==> src/rtl/uart_psram_cmd_pkg.sv <==
// rtl/uart_psram_cmd_pkg.sv - shared opcodes, state encoding and default widths for uart_psram_cmd
package psram_uart_pkg;

    localparam logic [7:0] OP_WRITE = 8'h57;
    localparam logic [7:0] OP_READ  = 8'h52;
    localparam logic [7:0] ACK_BYTE = 8'h4B;

    localparam int DEF_ADDR_W = 23;
    localparam int DEF_DATA_W = 16;

    typedef enum logic [2:0] {
        ST_IDLE,
        ST_ADDR,
        ST_DATA,
        ST_ISSUE,
        ST_WAIT_RD,
        ST_TX_HI,
        ST_TX_LO,
        ST_ACK
    } state_t;

endpackage

==> src/rtl/uart_psram_cmd_if.sv <==
// rtl/uart_psram_cmd_if.sv - UART/PSRAM/probe bundle; UART_PSRAM_CMD_DEBUG_ADDR_EN adds debug_address
interface uart_psram_cmd_if
    import psram_uart_pkg::*;
#(
    parameter int ADDR_W = DEF_ADDR_W,
    parameter int DATA_W = DEF_DATA_W
);
    logic [7:0]        rx_data;
    logic              rx_valid;
    logic [7:0]        tx_data;
    logic              tx_valid;
    logic              tx_ready;
    logic              mem_cmd_valid;
    logic              mem_cmd_write;
    logic              mem_cmd_ready;
    logic [ADDR_W-1:0] address;
    logic [DATA_W-1:0] wr_data;
    logic [DATA_W-1:0] rd_data;
    logic              rd_valid;
    logic [DATA_W-1:0] data_out;
    logic              debug;
    logic              busy;
    logic              err;
`ifdef UART_PSRAM_CMD_DEBUG_ADDR_EN
    logic [ADDR_W-1:0] debug_address;

    modport master (
        input  rx_data, rx_valid, tx_ready, mem_cmd_ready, rd_data, rd_valid,
        output tx_data, tx_valid, mem_cmd_valid, mem_cmd_write, address, wr_data,
        output data_out, debug, busy, err, debug_address
    );

    modport slave (
        output rx_data, rx_valid, tx_ready, mem_cmd_ready, rd_data, rd_valid,
        input  tx_data, tx_valid, mem_cmd_valid, mem_cmd_write, address, wr_data,
        input  data_out, debug, busy, err, debug_address
    );
`else
    modport master (
        input  rx_data, rx_valid, tx_ready, mem_cmd_ready, rd_data, rd_valid,
        output tx_data, tx_valid, mem_cmd_valid, mem_cmd_write, address, wr_data,
        output data_out, debug, busy, err
    );

    modport slave (
        output rx_data, rx_valid, tx_ready, mem_cmd_ready, rd_data, rd_valid,
        input  tx_data, tx_valid, mem_cmd_valid, mem_cmd_write, address, wr_data,
        input  data_out, debug, busy, err
    );
`endif

endinterface

==> src/rtl/uart_psram_cmd_frame_timeout.sv <==
// rtl/uart_psram_cmd_frame_timeout.sv - inter-byte idle counter with clear/enable and expire pulse
module frame_timeout #(
    parameter int TIMEOUT_CYC = 2700000
) (
    input  logic clk,
    input  logic rst_n,
    input  logic clr,
    input  logic en,
    output logic expire
);
    localparam int CNT_W = (TIMEOUT_CYC > 2) ? $clog2(TIMEOUT_CYC) : 1;

    logic [CNT_W-1:0] cnt;

    // A byte arriving in the expiry cycle suppresses the expiry.
    assign expire = en && !clr && (cnt == CNT_W'(TIMEOUT_CYC - 1));

    // Count idle cycles while a frame is being assembled; restart on every byte.
    always_ff @(posedge clk or negedge rst_n) begin
        if (!rst_n) begin
            cnt <= '0;
        end else if (clr || !en || expire) begin
            cnt <= '0;
        end else begin
            cnt <= cnt + 1'b1;
        end
    end

endmodule

==> src/rtl/uart_psram_cmd.sv <==
// rtl/uart_psram_cmd.sv - UART framed command parser issuing PSRAM word reads/writes; option UART_PSRAM_CMD_DEBUG_ADDR_EN
module uart_psram_cmd
    import psram_uart_pkg::*;
#(
    parameter int ADDR_W      = DEF_ADDR_W,
    parameter int DATA_W      = DEF_DATA_W,
    parameter int TIMEOUT_CYC = 2700000
) (
    input  logic              sys_clk,
    input  logic              sys_rst_n,
    uart_psram_cmd_if.master  bus
);

    state_t            state;
    state_t            state_n;
    logic              op_write;
    logic              op_write_n;
    logic [1:0]        byte_cnt;
    logic [1:0]        byte_cnt_n;
    logic [ADDR_W-1:0] addr_r;
    logic [DATA_W-1:0] wr_data_r;
    logic [DATA_W-1:0] data_out_r;
    logic              err_r;
    logic              err_n;
    logic              debug_r;
    logic              debug_n;
    logic              shift_addr;
    logic              shift_data;
    logic              load_rd;
    logic              tmo_en;
    logic              tmo_expire;

    // Idle-timeout only guards the partially received frame.
    assign tmo_en = (state == ST_ADDR) || (state == ST_DATA);

    frame_timeout #(
        .TIMEOUT_CYC (TIMEOUT_CYC)
    ) u_timeout (
        .clk    (sys_clk),
        .rst_n  (sys_rst_n),
        .clr    (bus.rx_valid),
        .en     (tmo_en),
        .expire (tmo_expire)
    );

    // State, frame fields and one-cycle status pulses.
    always_ff @(posedge sys_clk or negedge sys_rst_n) begin
        if (!sys_rst_n) begin
            state      <= ST_IDLE;
            op_write   <= 1'b0;
            byte_cnt   <= 2'd0;
            addr_r     <= '0;
            wr_data_r  <= '0;
            data_out_r <= '0;
            err_r      <= 1'b0;
            debug_r    <= 1'b0;
        end else begin
            state    <= state_n;
            op_write <= op_write_n;
            byte_cnt <= byte_cnt_n;
            err_r    <= err_n;
            debug_r  <= debug_n;
            if (shift_addr) begin
                addr_r <= ADDR_W'({addr_r, bus.rx_data});
            end
            if (shift_data) begin
                wr_data_r <= DATA_W'({wr_data_r, bus.rx_data});
            end
            if (load_rd) begin
                data_out_r <= bus.rd_data;
            end
        end
    end

    // Next-state and control decode for the frame parser.
    always_comb begin
        state_n    = state;
        op_write_n = op_write;
        byte_cnt_n = byte_cnt;
        err_n      = 1'b0;
        debug_n    = 1'b0;
        shift_addr = 1'b0;
        shift_data = 1'b0;
        load_rd    = 1'b0;
        case (state)
            ST_IDLE: begin
                if (bus.rx_valid) begin
                    if (bus.rx_data == OP_WRITE || bus.rx_data == OP_READ) begin
                        op_write_n = (bus.rx_data == OP_WRITE);
                        byte_cnt_n = 2'd0;
                        state_n    = ST_ADDR;
                    end else begin
                        err_n = 1'b1;
                    end
                end
            end
            ST_ADDR: begin
                if (bus.rx_valid) begin
                    shift_addr = 1'b1;
                    if (byte_cnt == 2'd2) begin
                        byte_cnt_n = 2'd0;
                        state_n    = op_write ? ST_DATA : ST_ISSUE;
                    end else begin
                        byte_cnt_n = byte_cnt + 2'd1;
                    end
                end else if (tmo_expire) begin
                    err_n   = 1'b1;
                    state_n = ST_IDLE;
                end
            end
            ST_DATA: begin
                if (bus.rx_valid) begin
                    shift_data = 1'b1;
                    if (byte_cnt == 2'd1) begin
                        byte_cnt_n = 2'd0;
                        state_n    = ST_ISSUE;
                    end else begin
                        byte_cnt_n = byte_cnt + 2'd1;
                    end
                end else if (tmo_expire) begin
                    err_n   = 1'b1;
                    state_n = ST_IDLE;
                end
            end
            ST_ISSUE: begin
                err_n = bus.rx_valid;
                if (bus.mem_cmd_ready) begin
                    state_n = op_write ? ST_ACK : ST_WAIT_RD;
                end
            end
            ST_WAIT_RD: begin
                err_n = bus.rx_valid;
                if (bus.rd_valid) begin
                    load_rd = 1'b1;
                    state_n = ST_TX_HI;
                end
            end
            ST_TX_HI: begin
                err_n = bus.rx_valid;
                if (bus.tx_ready) begin
                    state_n = ST_TX_LO;
                end
            end
            ST_TX_LO: begin
                err_n = bus.rx_valid;
                if (bus.tx_ready) begin
                    debug_n = 1'b1;
                    state_n = ST_IDLE;
                end
            end
            ST_ACK: begin
                err_n = bus.rx_valid;
                if (bus.tx_ready) begin
                    debug_n = 1'b1;
                    state_n = ST_IDLE;
                end
            end
            default: begin
                state_n = ST_IDLE;
            end
        endcase
    end

    // Transmit byte selection; zero whenever nothing is being sent.
    always_comb begin
        bus.tx_data = 8'h00;
        case (state)
            ST_TX_HI: bus.tx_data = data_out_r[DATA_W-1 -: 8];
            ST_TX_LO: bus.tx_data = data_out_r[7:0];
            ST_ACK:   bus.tx_data = ACK_BYTE;
            default:  bus.tx_data = 8'h00;
        endcase
    end

    assign bus.tx_valid      = (state == ST_TX_HI) || (state == ST_TX_LO) || (state == ST_ACK);
    assign bus.mem_cmd_valid = (state == ST_ISSUE);
    assign bus.mem_cmd_write = (state == ST_ISSUE) && op_write;
    assign bus.address       = addr_r;
    assign bus.wr_data       = wr_data_r;
    assign bus.data_out      = data_out_r;
    assign bus.debug         = debug_r;
    assign bus.busy          = (state != ST_IDLE);
    assign bus.err           = err_r;

`ifdef UART_PSRAM_CMD_DEBUG_ADDR_EN
    logic [ADDR_W-1:0] debug_addr_r;

    // Capture the address of each completed transaction for the analyzer.
    always_ff @(posedge sys_clk or negedge sys_rst_n) begin
        if (!sys_rst_n) begin
            debug_addr_r <= '0;
        end else if (debug_n) begin
            debug_addr_r <= addr_r;
        end
    end

    assign bus.debug_address = debug_addr_r;
`endif

endmodule

==> src/flat_wrapper.sv <==
// flat-port wrapper written by rule: the top's interface ports become plain ports
module uart_psram_cmd_flat import psram_uart_pkg::*;
#(
    parameter int ADDR_W      = DEF_ADDR_W,
    parameter int DATA_W      = DEF_DATA_W,
    parameter int TIMEOUT_CYC = 2700000
)
  (sys_clk, sys_rst_n, bus_rx_data, bus_rx_valid, bus_tx_ready, bus_mem_cmd_ready, bus_rd_data, bus_rd_valid, bus_tx_data, bus_tx_valid, bus_mem_cmd_valid, bus_mem_cmd_write, bus_address, bus_wr_data, bus_data_out, bus_debug, bus_busy, bus_err);
  uart_psram_cmd_if #(.ADDR_W(ADDR_W), .DATA_W(DATA_W)) bus_i ();
  input  logic sys_clk;
  input  logic sys_rst_n;
  input wire logic [$bits(bus_i.rx_data)-1:0] bus_rx_data;
  input wire logic [$bits(bus_i.rx_valid)-1:0] bus_rx_valid;
  input wire logic [$bits(bus_i.tx_ready)-1:0] bus_tx_ready;
  input wire logic [$bits(bus_i.mem_cmd_ready)-1:0] bus_mem_cmd_ready;
  input wire logic [$bits(bus_i.rd_data)-1:0] bus_rd_data;
  input wire logic [$bits(bus_i.rd_valid)-1:0] bus_rd_valid;
  output wire logic [$bits(bus_i.tx_data)-1:0] bus_tx_data;
  output wire logic [$bits(bus_i.tx_valid)-1:0] bus_tx_valid;
  output wire logic [$bits(bus_i.mem_cmd_valid)-1:0] bus_mem_cmd_valid;
  output wire logic [$bits(bus_i.mem_cmd_write)-1:0] bus_mem_cmd_write;
  output wire logic [$bits(bus_i.address)-1:0] bus_address;
  output wire logic [$bits(bus_i.wr_data)-1:0] bus_wr_data;
  output wire logic [$bits(bus_i.data_out)-1:0] bus_data_out;
  output wire logic [$bits(bus_i.debug)-1:0] bus_debug;
  output wire logic [$bits(bus_i.busy)-1:0] bus_busy;
  output wire logic [$bits(bus_i.err)-1:0] bus_err;
  assign bus_i.rx_data = bus_rx_data;
  assign bus_i.rx_valid = bus_rx_valid;
  assign bus_i.tx_ready = bus_tx_ready;
  assign bus_i.mem_cmd_ready = bus_mem_cmd_ready;
  assign bus_i.rd_data = bus_rd_data;
  assign bus_i.rd_valid = bus_rd_valid;
  assign bus_tx_data = bus_i.tx_data;
  assign bus_tx_valid = bus_i.tx_valid;
  assign bus_mem_cmd_valid = bus_i.mem_cmd_valid;
  assign bus_mem_cmd_write = bus_i.mem_cmd_write;
  assign bus_address = bus_i.address;
  assign bus_wr_data = bus_i.wr_data;
  assign bus_data_out = bus_i.data_out;
  assign bus_debug = bus_i.debug;
  assign bus_busy = bus_i.busy;
  assign bus_err = bus_i.err;
  uart_psram_cmd #(.ADDR_W(ADDR_W), .DATA_W(DATA_W), .TIMEOUT_CYC(TIMEOUT_CYC)) u_core (.sys_clk(sys_clk), .sys_rst_n(sys_rst_n), .bus(bus_i));
endmodule
==> config.mk <==
export PLATFORM = sky130hd
export DESIGN_NAME = uart_psram_cmd_flat
export DESIGN_NICKNAME = d
export VERILOG_FILES = /design/src/rtl/uart_psram_cmd_pkg.sv /design/src/rtl/uart_psram_cmd_if.sv /design/src/rtl/uart_psram_cmd_frame_timeout.sv /design/src/rtl/uart_psram_cmd.sv /design/src/flat_wrapper.sv
export SDC_FILE = /design/constraint.sdc
export NUM_CORES = 1
export LEC_CHECK = 0
export BUFFER_PORTS_ARGS = -buffer_cell sky130_fd_sc_hd__buf_2
export CAP_MARGIN = 20
export CORE_ASPECT_RATIO = 1.25
export CORE_UTILIZATION = 57
export CTS_CLUSTER_DIAMETER = 150
export CTS_CLUSTER_SIZE = 16
export DETAILED_ROUTE_END_ITERATION = 10
export GPL_TIMING_DRIVEN = 0
export PLACE_DENSITY = 0.82
export SLEW_MARGIN = 20
export SYNTH_ARGS = -nofsm -noshare
export SYNTH_HDL_FRONTEND = slang
export SYNTH_SLANG_ARGS = --single-unit
==> constraint.sdc <==
create_clock -name sys_clk -period 4.6 [get_ports sys_clk]
set_input_delay 0 -clock sys_clk [delete_from_list [all_inputs] [get_ports sys_clk]]
set_output_delay 0 -clock sys_clk [all_outputs]
set_load 0.02 [all_outputs]
**Word-level counts from Yosys, hierarchy flattened**

Cells that the tools add are included.

- Eq/ne operators: 22
- $add $sub $neg: 2
- Muxes and demuxes: 35
- Reduce and logical (&&, ||, !) cells: 20

Operator list:

| cell | count |
|---|---|
| $mux 3 | 11 |
| $pmux 8 s3 | 1 |
| $add 22x1->22 const B | 1 |
| $eq 22x22->1 const B | 1 |
| $mux 22 | 1 |
| $pmux 3 s7 | 1 |
| $eq 8x7->1 const B | 2 |
| $mux 2 | 7 |
| $eq 3x3->1 const B | 4 |
| $mux 1 | 12 |
| $ne 2x2->1 const B | 6 |
| $reduce_and 8->1 | 1 |
| $eq 3x2->1 const B | 2 |
| $logic_or 1x1->1 | 6 |
| $ne 3x3->1 const B | 2 |
| $pmux 2 s3 | 1 |
| $reduce_bool 3->1 | 2 |
| $reduce_and 5->1 | 1 |
| $reduce_or 5->1 | 1 |
| $ne 2x1->1 const B | 2 |
| $reduce_or 2->1 | 2 |
| $eq 3x1->1 const B | 1 |
| $logic_and 1x1->1 | 3 |
| $logic_not 3->1 | 1 |
| 6 further kinds | 7 |

- Output and inout bits: 69
- Bits in registers: 85

**Longest topological paths before layout**

Gate-level depths: netlist of the first run.

- Depth in word-level cells: 7
- Mapped depth: 7
- Depth with buffers taken out: 5

**Cells and area by module**

From an unflattened synthesis of the first run, not the netlist that was laid out.

- Cells, all modules: 339
- Area, all modules: 4,042.6 um^2

Modules (own cells, without submodules):

| module | sequential area each (um^2) | times used | area an instance (um^2) | cells an instance |
|---|---|---|---|---|
| uart_psram_cmd | 1,576.5 | 1 | 2,817.7 | 222 |
| frame_timeout | 550.5 | 1 | 1,224.9 | 117 |

**Worst setup path after synthesis of the first run**

OpenSTA, ideal clock, no wires.

- Path type: register to register
- Start: reg u_core.state[0]
- End: reg u_core.data_out_r[0] (netlist: u_core.bus.data_out[0])
- Arrival time: 1.450 ns
- Stages on the path, launching flop included: 5
- Period minus slack after synthesis: 1.575 ns
- Slack: 3.025 ns
- Library setup time: 0.125 ns
- Path buffers: 2
- Cell sequence: dfrtp_1 -> buf_2 -> nor3_4 -> buf_2 -> mux2_2

- Cells in the longest elaborated chain, start to end: 2

RTL lines:

| element | RTL line | text |
|---|---|---|
| start, declared | uart_psram_cmd.sv:14 | `state_t state;` |
| start signal, assigned | uart_psram_cmd.sv:58 | `state <= state_n;` |
| $eq 3x3->1 | uart_psram_cmd.sv:85 | `case (state)` |
| $mux 1 | uart_psram_cmd.sv:85 |  |
| end signal, assigned | uart_psram_cmd.sv:70 | `data_out_r <= bus.rd_data;` |
| end, declared | uart_psram_cmd.sv:22 | `logic [DATA_W-1:0] data_out_r;` |

No other way between the ends.
A chain may end at the register's enable or synchronous reset.

**Final worst setup path of the first run**

- Start: reg u_core.state[0]
- End: out bus_tx_data[6]

- Cells in the longest elaborated chain, start to end: 2

RTL lines:

| element | RTL line | text |
|---|---|---|
| $eq 3x3->1 | uart_psram_cmd.sv:167 | `case (state)` |
| $pmux 8 s3 * | uart_psram_cmd.sv:167 |  |
| end, declared | flat_wrapper.sv:18 | `output wire logic [$bits(bus_i.tx_data)-1:0] bus_tx_data;` |

Every way passes the cells marked *; elsewhere a longest branch is shown, timed or not.

==> results_dict.tcl, run 1 <==
set metrics [dict create \
    ant_nets 0 \
    final_common_cell "buf_2" \
    start_util_pct 60.0 \
    die_area_um2 7330 \
    grt_pass1_wl_mm 14.7 \
    fillers 413 \
    ys_seq_area_share_pct 53.4 \
    routed_via_density 5.45 \
    port_buffers 97 \
    cp_data_arrival_time_ps 1990 \
    grt_setup_unrepaired "no" \
    synth_top_area_share_pct 53.4 \
    tritoncts "done" \
    num_antenna_cells 0 \
    synth_area_leaders "dfrtp_1 53%, mux2_2 13%, mux2_1 3.7%" \
    leakage_nw 2.27 \
    synth_edf_count 0 \
    clkLatencyLatePin_ps 350 \
    hpwl_mm 6.15 \
    slowest_stage "dfrtp_1" \
    die_h_um 95.5 \
    cp-startpoint "u_core.state[0]" \
    synthCells 330 \
    async_reset_ff_share_pct 100 \
    powerDensity_nw_per_um2 619 \
    netlist_area_um2 3990 \
    path_clk_slew_ps 90 \
    layout-drive-gt1-share_pct 40.3 \
    htreeDepth 3 \
    fin_crit_ps 1990 \
    fin_skew_ps 10.5 \
    crit_end "bus_tx_data[6]" \
    crit_type "flop to primary output" \
    hold_violations 0 \
    grt_pass1_vias 3104 \
    tns_ps 0 \
    cts_sinks 85 \
    syn_area_per_cell_um2 12.1 \
    cts_root_buf "clkbuf_8" \
    utilization_pct 76.1 \
    drc_errors 0 \
    path_max_fanout 10 \
    ys_warn_count 0 \
    io_pins 99 \
    yosys_register_bits 85 \
    overflow 0 \
    track_usage_pct 26.0 \
    crit_path_frequent_cell "buf_2" \
    worstMarginPinSlew_ps 545 \
    worst_r2r_endpoint "u_core.bus.data_out[11]" \
    startpoint_type "flop" \
    area.growth.synth_to_final_pct 26.8 \
    grt_max_degree 47 \
    ir_drop_uv 471 \
    ctsHoldBuffers 27 \
    max_stage_delay_ps 440 \
    status "completed" \
    cts_setup_buffers 0 \
    vias 3042 \
    avgRoutedWirePerCell_um 15.8 \
    cts_inserted_buffers 9 \
    worstPathRequired_ps 4600 \
    drt-total-wl_mm 8.81 \
    core_region_area_um2 6650 \
    r2r_setup_slack_ps 2730 \
    cp_cell_sequence "buf_2 -> clkbuf_1 -> o21ai_0 -> a21boi_0 -> buf_2" \
    synth_fp_nets 361 \
    reg2reg_from "u_core.state[0]" \
    nNetsFinal 497 \
    die_w_um 76.8 \
    finalSetupViolCount 0 \
    antenna_found_initial 0 \
    fmax_mhz 502 \
    yosys.cell_types.count 54 \
    drt-initial-drc-count 184 \
    layout_common_cells "100 x buf_2, 85 x dfrtp_1, 45 x mux2_2" \
    drt_first_pass_iters 4 \
    hold_path_class "input pin to asynchronous set/reset pin" \
    routabilityCongestion 0.890 \
    yosysTopAreaCell "dfrtp_1" \
    synthFlopType "dfrtp_1" \
    cts_resized 0 \
    drv_slew 0 \
    rows 33 \
    layout_worst_path_cycle_share_pct 43.3 \
    reg2reg_depth 4 \
    slew_headroom_pct 63.4 \
    clockBufferDepth 2 \
    cap_violations 0 \
    worst_setup_path_end_kind "primary output" \
]
[layer usage]
layer | GRT usage [%] | wire [um]
met2 | 48.7 | 4610
met3 | 4.59 | 386
met4 | 9.94 | 133
met5 | 0 | 0
met1 | 29.5 | 3680
[synth_stat cells (2+ instances only)]
library cell	count
dfrtp_1	85
mux2_2	45
nor2_1	32
nand2_1	17
xnor2_1	16
mux2_1	13
nor2b_1	10
inv_1	8
nand3_1	7
nor3_1	7
a21oi_1	6
buf_4	6
clkbuf_1	5
o21ai_0	5
xor2_1	5
a21boi_0	4
a22oi_1	4
and3_1	4
buf_2	4
nand4_1	3
nor2_2	3
a31oi_1	2
and4_1	2
and4bb_1	2
nand2b_1	2
nand3_2	2
nor3_2	2
nor3b_2	2
o22ai_1	2
[report_power, final]
group,switching (mW),internal (mW),leakage (nW)
Sequential,0.185,1.02,1.07
Combinational,0.865,0.598,1.11
Clock,0.266,0.198,0.0856
[area by class of cell]
type	instances	area [um2]	area share, %
timing repair buffer	125	786	15.5
sequential	85	2130	42.1
tap	87	109	2.15
multi-input combinational	222	1750	34.5
clock buffer	9	124	2.45
inverter	8	30.0	0.594
clock inverter	7	51.3	1.01
buffer	15	83.8	1.66
[state kept, by name, summed over array words and instances (netlist names)]
| register | cells |
|---|---|
| u_core.bus.debug | 1 |
| u_core.bus.wr_data | 16 |
| u_core.state | 3 |
| u_core.bus.err | 1 |
| u_core.bus.address | 23 |
| u_core.byte_cnt | 2 |
| u_core.op_write | 1 |
| u_core.u_timeout.cnt | 22 |
| u_core.bus.data_out | 16 |
[logic make-up after synthesis]
group / Yosys count / synth area share (%)
multiplexers: 58 / 16.4
buffers and inverters: 23 / 2.86
XOR/XNOR: 21 / 4.61
AND/OR/NAND/NOR: 108 / 16.4
adder cells (fa/ha/maj): 1 / 0.314
flip-flops: 85 / 53.4
AO/OA/AOI/OAI: 34 / 6.03
[worst max-delay path: cells and delay by family (launching register included)]
kind / cells / cell delay (ps)
compound gates: 2 / 390
flops: 1 / 440
buf+inv: 3 / 840
[through the flow]
step                      setup slack (ps)  cells  hold slack (ps)  power, mW  area (um2)
final                                 2610    558              170       3.13        5060
after CTS                             2650    558              160       3.13        5060
after floorplan                       3020    330             -296       2.16        3990
after global placement                2800    514              217       2.59        4580
after global routing                  2460    558              165       3.31        5060
after detailed placement              2750    515             14.7       2.65        4610
[worst min-delay path by stage]
stage / from / to / slack [ps] / cells after the start
floorplan: sys_rst_n / u_core.bus.address[0] / -300 / 0
global placement: bus_rd_data[9] / u_core.bus.data_out[9] / 220 / 2
detailed placement: sys_rst_n / u_core.bus.address[10] / 10 / 1
CTS: bus_rd_valid / u_core.bus.data_out[6] / 160 / 4
global route: bus_rd_valid / u_core.bus.data_out[4] / 160 / 4
finish: sys_rst_n / u_core.bus.data_out[2] / 170 / 2
No activity file was read; power rests on OpenSTA's default activity.
==> run 2, diff against run 1 <==
- CORE_UTILIZATION: 57 -> 53
- PLACE_DENSITY: 0.82 -> 0.76
- clock period: 4.6 -> 1.9 ns (I/O delays scaled with it)
==> results_dict.tcl, run 2 (synthesis results as in run 1) <==
set metrics [dict create \
    status "completed" \
    layout_worst_path_cycle_share_pct 96.5 \
    overflow 0 \
    path_clk_slew_ps 90 \
    ir_drop_uv 1030 \
    grt_setup_unrepaired "yes" \
    io_pins 99 \
    holdWs_ps 131 \
    drt_first_pass_iters 4 \
    tritoncts "done" \
    drv_slew 0 \
    setup_ws_ps 67.1 \
    worst_setup_path_end_kind "flop" \
    fin_skew_ps 10.4 \
    largest_register_ffs 23 \
    leakage_nw 2.30 \
    placed_area_um2 4620 \
    cts_sinks 85 \
    hpwl_mm 5.99 \
    drc_errors 0 \
    final_common_cell "buf_2" \
    routed_via_density 5.41 \
    die_w_um 79.6 \
    worstMarginPinSlew_ps 518 \
    die_area_um2 7870 \
    fin_crit_ps 1830 \
    place_ws_ps 75.3 \
    cts_root_buf "clkbuf_8" \
    powerDensity_nw_per_um2 1490 \
    area.growth.synth_to_final_pct 27.7 \
    start_util_pct 54.5 \
    slew_headroom_pct 65.2 \
    layout-drive-gt1-share_pct 41.8 \
    p_clk_share_pct 15.3 \
    clockBufferDepth 2 \
    ant_nets 0 \
    avgRoutedWirePerCell_um 14.9 \
    multiInputGateArea_um2 1760 \
    grt_pass1_vias 3092 \
    htreeDepth 3 \
    die_h_um 99.0 \
    cap_violations 0 \
    startpoint_type "input pin" \
    track_usage_pct 23.2 \
    rows 35 \
    grt_max_degree 51 \
    intPower_mw 4.43 \
    worstPathRequired_ps 2140 \
    port_buffers 97 \
    crit_type "input pin to flop" \
    finalSetupViolCount 0 \
    routabilityCongestion 0.843 \
    cts_inserted_buffers 9 \
    finalInstanceArea_um2 5090 \
    path_max_fanout 4 \
    layout_common_cells "98 x buf_2, 85 x dfrtp_1, 45 x mux2_2" \
    dp_cells 520 \
    num_antenna_cells 0 \
    switching_share_pct 41.7 \
    grt_pass1_wl_mm 14.3 \
    nNetsFinal 497 \
    vias 3045 \
    instances_no_fill 563 \
    drt-total-wl_mm 8.39 \
    pwr-share-seq_pct 38.3 \
    hold_violations 0 \
    drt-initial-drc-count 113 \
    r2r_setup_slack_ps 130 \
    antenna_found_initial 0 \
    fillers 545 \
    hold_path_class "input pin to asynchronous set/reset pin" \
    fmax_mhz 546 \
    switchingPower_mw 3.16 \
    power.share.combinational_pct 46.4 \
    cp_data_arrival_time_ps 2070 \
    core_region_area_um2 7310 \
    clkLatencyLatePin_ps 350 \
    register_area_um2 2130 \
]
-- run 2: cell count changes in the layout (fill, tap and decap cells not counted) --
cell	change
nor2_1	-2
inv_6	+2
clkinvlp_4	-1
clkbuf_1	-5
clkinv_2	-1
clkbuf_2	+5
nor3b_2	-1
nor3b_4	+1
nor2_2	+2
buf_2	-2
clkbuf_4	+2
-- run 2: timing repair --
action	in CTS	in global routing
setup endpoints to repair	4	17
endpoints found under the hold margin	76	0
pin swaps	0	1
hold buffers	27	0
gates resized for setup	3	10
setup buffers	0	0
-- run 2: worst paths after layout --
check,startpoint,end,depth (start not counted)
max in group asynchronous,sys_rst_n,u_core.u_timeout.cnt[13],3
worst min-delay path,sys_rst_n,u_core.bus.address[17],2
worst max register to register,u_core.state[2],u_core.bus.wr_data[12],4
worst min register to register,u_core.bus.wr_data[9],u_core.bus.wr_data[9],1
min in group sys_clk,bus_rd_valid,u_core.bus.data_out[3],4
worst max-delay path,bus_rx_data[5],u_core.byte_cnt[0],7
-- run 2: power groups by stage --
stage                     Clock [mW]  Sequential [mW]  Combinational [mW]
final                           1.16             2.91                3.52
after global routing            1.25             3.00                3.80
after CTS                       1.19             2.91                3.52
after detailed placement           0             2.95                3.46
after global placement             0             2.90                3.37
after floorplan                    0             3.61                1.62
-- run 2: cell type report --
| cell class | instances | share of cell area, % |
|---|---|---|
| Clock buffer | 9 | 2.43 |
| Sequential cell | 85 | 41.8 |
| Buffer | 15 | 1.87 |
| Inverter | 8 | 0.590 |
| Clock inverter | 7 | 1.11 |
| Tap cell | 92 | 2.26 |
| Timing Repair Buffer | 125 | 15.4 |
| Multi-Input combinational cell | 222 | 34.5 |
-- run 2: metrics by stage --
stage | power (mW) | utilization [%] | TNS, ps
final | 7.59 | 69.6 | 0
after global placement | 6.27 | 62.7 | 0
after floorplan | 5.24 | - | 0
after CTS | 7.62 | 69.4 | 0
after global routing | 8.05 | 69.6 | -16.6
after detailed placement | 6.40 | 63.1 | 0
-- run 2: critical path, cell delays in order --
cell and delay, ps:
dlygate4sd3_1 540, buf_2 150, nand4bb_1 250, nor3b_4 290, a211oi_1 130, nor3b_2 330
mux2_2 370
-- run 2: per-layer routing --
layer | vias to the layer above | wire, um | track usage [%]
li1 | 1435 | - | -
met1 | 1492 | 3600 | 29.7
met2 | 101 | 4150 | 38.2
met3 | 17 | 434 | 3.80
met4 | 0 | 201 | 10.9
met5 | - | 0 | 0
